===== src/rtl/mandel_pkg.sv =====
`default_nettype none
// ============================================================================
//  Module      : mandel_pkg
//  Description : Frame geometry, depth type and dispatcher state encoding
//                shared by the line dispatcher, results buffer and colour LUT.
//  Revision    : 1.0 - initial release
// ============================================================================
package mandel_pkg;

    localparam int X_SIZE  = 640;
    localparam int Y_SIZE  = 480;
    localparam int DEPTH_W = 10;
    localparam int XW      = $clog2(X_SIZE);
    localparam int YW      = $clog2(Y_SIZE);

    typedef logic [DEPTH_W-1:0] depth_t;

    typedef enum logic [1:0] {
        IDLE   = 2'd0,
        RUN    = 2'd1,
        FINISH = 2'd2
    } disp_state_e;

endpackage : mandel_pkg
`default_nettype wire


===== src/rtl/prio_pick.sv =====
`default_nettype none
// ============================================================================
//  Module      : prio_pick
//  Description : Lowest-set-bit selector. Reports whether any request bit is
//                set and the index of the lowest one.
//  Revision    : 1.0 - initial release
// ============================================================================
module prio_pick #(
    parameter int N  = 4,
    parameter int IW = (N > 1) ? $clog2(N) : 1
) (
    input  logic [N-1:0]  i_req,
    output logic          o_valid,
    output logic [IW-1:0] o_idx
);

    // Scan from the top down so the lowest set bit is the last one written
    always_comb begin
        o_valid = 1'b0;
        o_idx   = '0;
        for (int i = N - 1; i >= 0; i--) begin
            if (i_req[i]) begin
                o_valid = 1'b1;
                o_idx   = IW'(i);
            end
        end
    end

endmodule : prio_pick
`default_nettype wire


===== src/rtl/line_dispatcher.sv =====
`default_nettype none
// ============================================================================
//  Module      : line_dispatcher
//  Description : Hands every x-position of the current line to a pool of
//                iteration engines, gathers their escape depths and writes
//                each one to the line results buffer, then pulses done and
//                advances the line counter.
//  Revision    : 1.0 - initial release
// ============================================================================
module line_dispatcher #(
    parameter int NUM_ENGINES = 4,
    parameter int X_SIZE      = mandel_pkg::X_SIZE,
    parameter int Y_SIZE      = mandel_pkg::Y_SIZE,
    parameter int DEPTH_W     = mandel_pkg::DEPTH_W,
    parameter int XW          = $clog2(X_SIZE),
    parameter int YW          = $clog2(Y_SIZE)
) (
    input  logic                           clk,
    input  logic                           reset,
    input  logic                           start,
    output logic [NUM_ENGINES-1:0]         eng_start,
    output logic [NUM_ENGINES*XW-1:0]      eng_x,
    output logic [YW-1:0]                  eng_y,
    input  logic [NUM_ENGINES-1:0]         eng_done,
    input  logic [NUM_ENGINES*DEPTH_W-1:0] eng_depth,
    output logic [DEPTH_W-1:0]             depth_out,
    output logic [XW-1:0]                  addr_out,
    output logic                           we_out,
    output logic                           done,
    output logic                           busy
);

    import mandel_pkg::*;

    localparam int            EW         = (NUM_ENGINES > 1) ? $clog2(NUM_ENGINES) : 1;
    localparam logic [XW:0]   C_X_END    = (XW+1)'(X_SIZE);
    localparam logic [YW-1:0] C_Y_LAST   = YW'(Y_SIZE - 1);

    disp_state_e               state_q,     state_d;
    logic [XW:0]               next_x_q,    next_x_d;
    logic [XW:0]               written_q,   written_d;
    logic [YW-1:0]             eng_y_q,     eng_y_d;
    logic [NUM_ENGINES-1:0]    busy_vec_q,  busy_vec_d;
    logic [NUM_ENGINES-1:0]    pend_q,      pend_d;
    logic [NUM_ENGINES-1:0]    eng_start_q, eng_start_d;
    logic [XW-1:0]             eng_x_q      [NUM_ENGINES];
    logic [XW-1:0]             eng_x_d      [NUM_ENGINES];
    logic [DEPTH_W-1:0]        cap_q        [NUM_ENGINES];
    logic [DEPTH_W-1:0]        cap_d        [NUM_ENGINES];
    logic [DEPTH_W-1:0]        depth_out_q, depth_out_d;
    logic [XW-1:0]             addr_out_q,  addr_out_d;
    logic                      we_out_q,    we_out_d;
    logic [EW-1:0]             wr_idx_q,    wr_idx_d;

    logic [DEPTH_W-1:0]        w_eng_depth  [NUM_ENGINES];
    logic                      w_disp_valid;
    logic [EW-1:0]             w_disp_idx;
    logic                      w_wr_valid;
    logic [EW-1:0]             w_wr_idx;

    // Per-engine unpacking of the flat depth bus and packing of the x bus
    for (genvar g = 0; g < NUM_ENGINES; g++) begin : g_eng
        assign w_eng_depth[g]          = eng_depth[g*DEPTH_W +: DEPTH_W];
        assign eng_x[g*XW +: XW]       = eng_x_q[g];
    end

    prio_pick #(.N(NUM_ENGINES), .IW(EW)) u_disp_pick (
        .i_req   (~busy_vec_q),
        .o_valid (w_disp_valid),
        .o_idx   (w_disp_idx)
    );

    prio_pick #(.N(NUM_ENGINES), .IW(EW)) u_wr_pick (
        .i_req   (pend_q),
        .o_valid (w_wr_valid),
        .o_idx   (w_wr_idx)
    );

    // Next-state: line sequencing, engine capture, dispatch and write arbitration
    always_comb begin
        state_d     = state_q;
        next_x_d    = next_x_q;
        written_d   = written_q;
        eng_y_d     = eng_y_q;
        busy_vec_d  = busy_vec_q;
        pend_d      = pend_q;
        eng_start_d = '0;
        eng_x_d     = eng_x_q;
        cap_d       = cap_q;
        depth_out_d = depth_out_q;
        addr_out_d  = addr_out_q;
        we_out_d    = 1'b0;
        wr_idx_d    = wr_idx_q;

        // A completion is only meaningful from an engine we actually started
        for (int i = 0; i < NUM_ENGINES; i++) begin
            if (eng_done[i] && busy_vec_q[i]) begin
                pend_d[i] = 1'b1;
                cap_d[i]  = w_eng_depth[i];
            end
        end

        // Release the engine one cycle after its write is on the bus, so it
        // is re-dispatched no sooner than two cycles after that write
        if (we_out_q) begin
            busy_vec_d[wr_idx_q] = 1'b0;
        end

        case (state_q)
            IDLE: begin
                if (start) begin
                    state_d   = RUN;
                    next_x_d  = '0;
                    written_d = '0;
                end
            end
            RUN: begin
                if (written_q == C_X_END) begin
                    state_d = FINISH;
                end
                if (w_disp_valid && (next_x_q < C_X_END)) begin
                    eng_start_d[w_disp_idx] = 1'b1;
                    eng_x_d[w_disp_idx]     = next_x_q[XW-1:0];
                    busy_vec_d[w_disp_idx]  = 1'b1;
                    next_x_d                = next_x_q + 1'b1;
                end
                // Pending is dropped at issue so the same result is never
                // picked twice while its write is still in flight
                if (w_wr_valid) begin
                    we_out_d         = 1'b1;
                    depth_out_d      = cap_q[w_wr_idx];
                    addr_out_d       = eng_x_q[w_wr_idx];
                    wr_idx_d         = w_wr_idx;
                    pend_d[w_wr_idx] = 1'b0;
                    written_d        = written_q + 1'b1;
                end
            end
            FINISH: begin
                state_d = IDLE;
                eng_y_d = (eng_y_q == C_Y_LAST) ? '0 : eng_y_q + 1'b1;
            end
            default: begin
                state_d = IDLE;
            end
        endcase
    end

    // State and datapath registers with synchronous reset
    always_ff @(posedge clk) begin
        if (reset) begin
            state_q     <= IDLE;
            next_x_q    <= '0;
            written_q   <= '0;
            eng_y_q     <= '0;
            busy_vec_q  <= '0;
            pend_q      <= '0;
            eng_start_q <= '0;
            eng_x_q     <= '{default: '0};
            cap_q       <= '{default: '0};
            depth_out_q <= '0;
            addr_out_q  <= '0;
            we_out_q    <= 1'b0;
            wr_idx_q    <= '0;
        end else begin
            state_q     <= state_d;
            next_x_q    <= next_x_d;
            written_q   <= written_d;
            eng_y_q     <= eng_y_d;
            busy_vec_q  <= busy_vec_d;
            pend_q      <= pend_d;
            eng_start_q <= eng_start_d;
            eng_x_q     <= eng_x_d;
            cap_q       <= cap_d;
            depth_out_q <= depth_out_d;
            addr_out_q  <= addr_out_d;
            we_out_q    <= we_out_d;
            wr_idx_q    <= wr_idx_d;
        end
    end

    assign eng_start = eng_start_q;
    assign eng_y     = eng_y_q;
    assign depth_out = depth_out_q;
    assign addr_out  = addr_out_q;
    assign we_out    = we_out_q;
    assign done      = (state_q == FINISH);
    assign busy      = (state_q == RUN);

endmodule : line_dispatcher
`default_nettype wire


===== config.mk =====
export PLATFORM = sky130hd
export DESIGN_NAME = line_dispatcher
export DESIGN_NICKNAME = d
export VERILOG_FILES = /design/src/rtl/mandel_pkg.sv /design/src/rtl/prio_pick.sv /design/src/rtl/line_dispatcher.sv
export SDC_FILE = /design/constraint.sdc
export NUM_CORES = 1
export LEC_CHECK = 0
export CAP_MARGIN = 20
export CORE_MARGIN = 3
export CORE_UTILIZATION = 48
export CTS_BUF_LIST = sky130_fd_sc_hd__clkbuf_4
export CTS_CLUSTER_DIAMETER = 40
export DETAILED_ROUTE_END_ITERATION = 16
export GPL_ROUTABILITY_DRIVEN = 0
export PLACE_DENSITY = 0.78
export SKIP_LAST_GASP = 1
export SYNTH_ARGS = -nofsm -noshare
export SYNTH_HDL_FRONTEND = slang
export SYNTH_SLANG_ARGS = --single-unit

===== constraint.sdc =====
create_clock -name clk -period 2 [get_ports clk]
set_clock_uncertainty 0.2 [all_clocks]
set_input_delay 0.3 -clock clk [delete_from_list [all_inputs] [get_ports clk]]
set_output_delay 0.3 -clock clk [all_outputs]
set_load 0.03 [all_outputs]

# Word level (Yosys, flattened, before mapping)
# Cells that the tools add are included.
[word_totals]
ff_bits = 148
elab_cells = 118
[op_classes]
bitwise = 10
add_sub_neg = 3
eq_ne = 8
order_cmp = 10
n_reduce_logical = 18
mux = 50
[ops]
columns = ["op", "count"]
rows = [
  ["$mux 10", 5],
  ["$pmux 11 s2", 2],
  ["$bmux 10 s2", 2],
  ["$bwmux 40", 1],
  ["$mux 11", 3],
  ["$add 11x1->11 const B", 2],
  ["$demux 10 s2", 1],
  ["$mux 2", 10],
  ["$mux 4", 5],
  ["$mux 1", 16],
  ["$not 4->4", 3],
  ["$eq 11x10->1 const B", 1],
  ["$lt 11x10->1 const B", 1],
  ["$add 9x1->9 const B", 1],
  ["$eq 9x9->1 const B", 1],
  ["$logic_and 1x1->1", 9],
  ["$lt 2x3->1 const B", 3],
  ["$mux 9", 1],
  ["$and 4x4->4", 2],
  ["$demux 1 s2", 3],
  ["$ge 2x1->1 const B", 3],
  ["$ge 3x3->1 const B", 2],
  ["$ne 2x1->1 const B", 3],
  ["$not 2->3", 2],
  ["13 further kinds", 17],
]

# Depth between registers and ports, before layout
[logic_depth]
ltp_word = 12
depth_mapped = 8
mapped_depth_nobuf = 5

# Modules after synthesis
# From an unflattened synthesis, not the netlist that was laid out.
[unflattened]
hier_cells = 683
hier_area_um2 = 6094.6
[by_module_without_submodules]
columns = ["module", "instances", "area_per_inst_um2", "cells_per_inst"]
rows = [
  ["line_dispatcher", 1, 6024.5, 669],
  ["prio_pick", 2, 35.0, 7],
]

# Worst setup path after synthesis
# OpenSTA, ideal clock, no wires.
[synth_timing]
kind = "reg-to-reg"
start = "register pend_q[0]"
end = "register written_q[1]"
setup_ps = 70
required_time_ps = 1730
n_path_buf = 2
arrival_time_ps = 1681
stages_incl_launch_ff = 7
synth_period_minus_slack_ps = 1952
setup_slack_ps = 48
path_cell_list = "dfxtp_1 -> or4_4 -> buf_6 -> and2_4 -> buf_6 -> or3_1 -> a21oi_1"
[synth_via]
elab_chain_cells = 3
[synth_lines]
columns = ["item", "line", "rtl"]
rows = [
  ["start, declared", "line_dispatcher.sv:44", "logic [NUM_ENGINES-1:0] pend_q, pend_d;"],
  ["start signal, assigned", "line_dispatcher.sv:170", "pend_q <= pend_d;"],
  ["$mux 1", "prio_pick.sv:22", "if (i_req[i]) begin"],
  ["$ne 2x1->1 (no source line)", "--", ""],
  ["$reduce_and 3->1 (no source line)", "--", ""],
  ["end signal, assigned", "line_dispatcher.sv:167", "written_q <= written_d;"],
  ["end, declared", "line_dispatcher.sv:41", "logic [XW:0] written_q, written_d;"],
]
# No other way between the ends.
# A chain may end at the register's enable or synchronous reset.

# Final worst setup path
[layout_timing]
start = "register state_q[1]"
end = "output done"
[layout_via]
elab_chain_cells = 1
[layout_lines]
columns = ["item", "line", "rtl"]
rows = [
  ["start, declared", "line_dispatcher.sv:39", "disp_state_e state_q, state_d;"],
  ["start signal, assigned", "line_dispatcher.sv:165", "state_q <= state_d;"],
  ["$eq 2x2->1", "line_dispatcher.sv:186", "assign done = (state_q == FINISH);"],
  ["end, declared", "line_dispatcher.sv:29", "output logic done,"],
]
# No other way between the ends.

==> flow_summary.toml <==
[outcome]
outcome = "finished clean"

[power_and_ir_drop]
p_comb_share_pct = 8.2
ir_worst_vdd_mv = 0.392
seq_power_share_pct = 57.3
internal_power_mw = 3.85
power.switching_mw = 1.42
clockPowerShare_pct = 34.5
powerDensity_nw_per_um2 = 674
switching_share_pct = 26.9
power.leakage_nw = 3.45

[floorplan]
initial_utilization_pct = 49.8
placeableCoreArea_um2 = 12200
design.portCount = 123
die-height_um = 119
dieWidth_um = 119
num_rows = 40
die_footprint_um2 = 14100

[detailed_routing]
drt_iter0_markers = 592
detail_route.wirelength_um = 16100
detail_route.wl_per_cell_um = 16.1
ant_nets = 0
drcViolationCount = 0
vias_per_cell = 5.59
drt-pass1-iter-count = 5
detailroute.via_count = 5595

[timing]
fmax_mhz = 521
final_hold_viol_count = 0
fin_crit_ns = 1.92
relSlewSlack_pct = 68.9
tightest_slew_ns = 0.467
timing.final.max_slew_violations = 0
hold_ws_ns = 0.0708
fraction_of_the_cycle_the_final_worst_path_needs_pct = 96.0
timing.final.setup_violations = 0
rsz0062_at_grt = "yes"

[setup_path]
critical_path_arrival_ns = 1.42
critical_path.top_delay_family = "flip-flops"
buffers_plus_inverters_on_the_worst_setup_path = 1
cp_cell_sequence = "nor2b_2, buf_4"
timing.critical_path.from_type = "register"
worst_path_largest_cell_delay_ns = 0.40
timing.rr.start = "pend_q[2]"
crit_type = "register to primary output"
critical_path.slowest_cell = "dfxtp_4"
crit_path_end_kind = "primary output"
setup.worst_path.start = "state_q[1]"
timing.critical_path.fanout_max = 6
worstPathRequired_ns = 1.50

[grt]
track_usage_pct = 22.7
grt_pass1_wl_um = 26300
grt_overflow_total = 0
via_count_of_the_first_global_routing_pass = 5471
grt_max_degree = 70
antenna_found_initial = 0

[layout]
synthToLayoutAreaGrowth_pct = 28.4
fillers = 1059
sequential_cell_area_um2 = 2970
final_net_count = 871
antenna_cells = 0
share_of_final_layout_standard_cells_stronger_than_drive_strength_1_pct = 10.2
postLayoutCellArea_um2 = 7810
finalCoreUtilization_pct = 64.0
multiInputGateArea_um2 = 2900

[clock_tree]
cts-root-to-sink-buffers = 2
cts_sinks = 148
cts_buffers = 17
cts.htree.levels = 4
clk_latency_ns = 0.56
clock_tree_from_tritoncts = "done"
clk_pin_slew_ns = 0.14
cts_root_buf = "clkbuf_4"

[synthesis]
post_synth_edffs = 0
ys.warnings.count = 0
syn-num-nets = 743
yosys.area.top_type_share_pct = 48.7
synth.largest_area_cell = "dfxtp_1"
postSynthRegisterBits = 148
netlist-cell-type-count = 48
synth_area_per_cell_um2 = 8.79
synth_top_cells_by_area = "dfxtp_1, mux2i_1, nor2_1"
synth_sequential_area_ratio_pct = 48.7
ys_async_sr_fraction_pct = 0
mappedNetlistArea_um2 = 6090
synth-main-ff-cell = "dfxtp_1"
postSynthCellCount = 692

[placed_design]
dp_hpwl_um = 11600
numPortBuffers = 122
place_area_um2 = 7570

[run]
max_cap_violations = 0

[worst_hold_path]
hold_path_class = "input pin to register"
source_of_the_worst_hold_timing_path = "eng_depth[36]"
sequential cells by signal, indices dropped and copies added (netlist names):
register	cells
eng_y	9
pend_q	4
addr_out	10
cap_q	40
eng_x	40
eng_start	4
depth_out	10
busy_vec_q	4
we_out	1
next_x_q	11
written_q	11
wr_idx_q	2
state_q	2
path summary, 6_finish.rpt:
| check | slack [ns] | end | depth (start not counted) |
|---|---|---|---|
| setup / recovery | 0.08 | done | 2 |
| hold / removal | 0.07 | cap_q[6] | 3 |
| setup reg to reg | 0.09 | written_q[9] | 6 |
| hold reg to reg | 0.27 | cap_q[9] | 2 |
per-stage QoR:
step	power, mW	worst slack, ns	cells	setup TNS (ns)
after CTS	5.28	0.0211	1000	0
after floorplan	3.30	0.0483	692	0
after detailed placement	3.51	-0.0833	966	-0.254
after global routing	5.46	-0.0302	1001	-0.0302
after global placement	3.50	-0.00235	966	-0.00235
final	5.26	0.0790	1001	0
cells by family (layout without fill, tap and decap cells):
family | after synthesis | count (layout) | share of synthesized area [%]
mux | 47 | 47 | 7.77
xor+xnor | 11 | 11 | 1.58
simple gates | 282 | 282 | 22.5
buf+inv | 58 | 199 | 4.01
fa+ha+maj | 4 | 4 | 0.822
flops | 148 | 148 | 48.7
compound gates | 142 | 142 | 14.7
cell usage after synthesis, types with 2 or more instances:
library cell / count
nand3_1: 8
mux2i_1: 45
nand2b_1: 2
buf_2: 9
a211oi_1: 22
dfxtp_1: 148
or3_1: 10
o21ai_0: 14
a31oi_1: 19
nand3b_1: 2
xor2_1: 8
nor2_1: 97
ha_1: 4
clkbuf_1: 37
nand2_1: 94
nor2b_1: 4
a221oi_1: 20
mux2_2: 2
a21oi_1: 58
and3b_1: 20
o41ai_1: 2
nand4_1: 14
and4_1: 2
nor3b_2: 2
and2_1: 10
and3_1: 6
buf_6: 2
inv_1: 9
xnor2_1: 3
area by class of cell:
type / count / share of cell area (%)
repair buffers: 158 / 18.2
clock buffers: 18 / 1.73
clock inverters: 14 / 1.83
flip-flops and latches: 148 / 38.0
well taps: 168 / 2.69
multi-input cells: 486 / 37.1
inverters: 9 / 0.432
power by group through the flow:
stage	combinational [mW]	clock [mW]	sequential, mW
5_1_grt	0.465	1.97	3.02
3_3_place_gp	0.418	0	3.08
6_report	0.430	1.82	3.02
3_5_place_dp	0.427	0	3.08
2_1_floorplan	0.198	0	3.11
4_1_cts	0.424	1.84	3.02
routing by layer:
metal  track usage [%]  part of all wire, %  up-vias  wire length, um
met3              5.65                  6.6       29             1060
met1              28.0                   43     2658             6890
met4              8.54                  2.1        0              340
met5                 0                    0        -                0
li1                  -                    -     2701                -
met2              38.4                   49      207             7840
cell usage in the layout (no fill, tap or decap), types with 3 or more instances in the layout:
master           netlist  routed
nor2b_1                4       3
ha_1                   4       4
nand4_1               14      14
clkdlybuf4s50_1        0      45
dfxtp_1              148     146
inv_1                  9       8
inv_6                  0       5
clkinv_4               0       4
clkbuf_4               0      18
nand3_1                8       8
and3b_1               20      20
nand2_1               94      94
o21ai_0               14      13
a211oi_1              22      22
a21oi_1               58      57
a221oi_1              20      20
a31oi_1               19      19
mux2i_1               45      45
clkinvlp_4             0       3
dlygate4sd2_1          0      74
xnor2_1                3       3
and3_1                 6       6
and2_1                10       9
or3_1                 10      10
buf_4                  0      35
xor2_1                 8       8
nor2_1                97      97
worst register-to-register path: stages, from the launching register on:
cell and delay, ns:
dfxtp_1 0.34, or4_4 0.59, a21oi_4 0.25, buf_4 0.18, buf_4 0.11, o21ai_0 0.07
a21oi_1 0.12
timing repair:
item                       4_1_cts  5_1_grt
setup endpoints to repair       83        3
cloned                           0        0
setup buffers                    1        1
pin swaps                        0        1
hold buffers                     1        0
hold endpoints to repair        25        0
gates resized for setup         82        2
(Power assumes the default switching activity.)
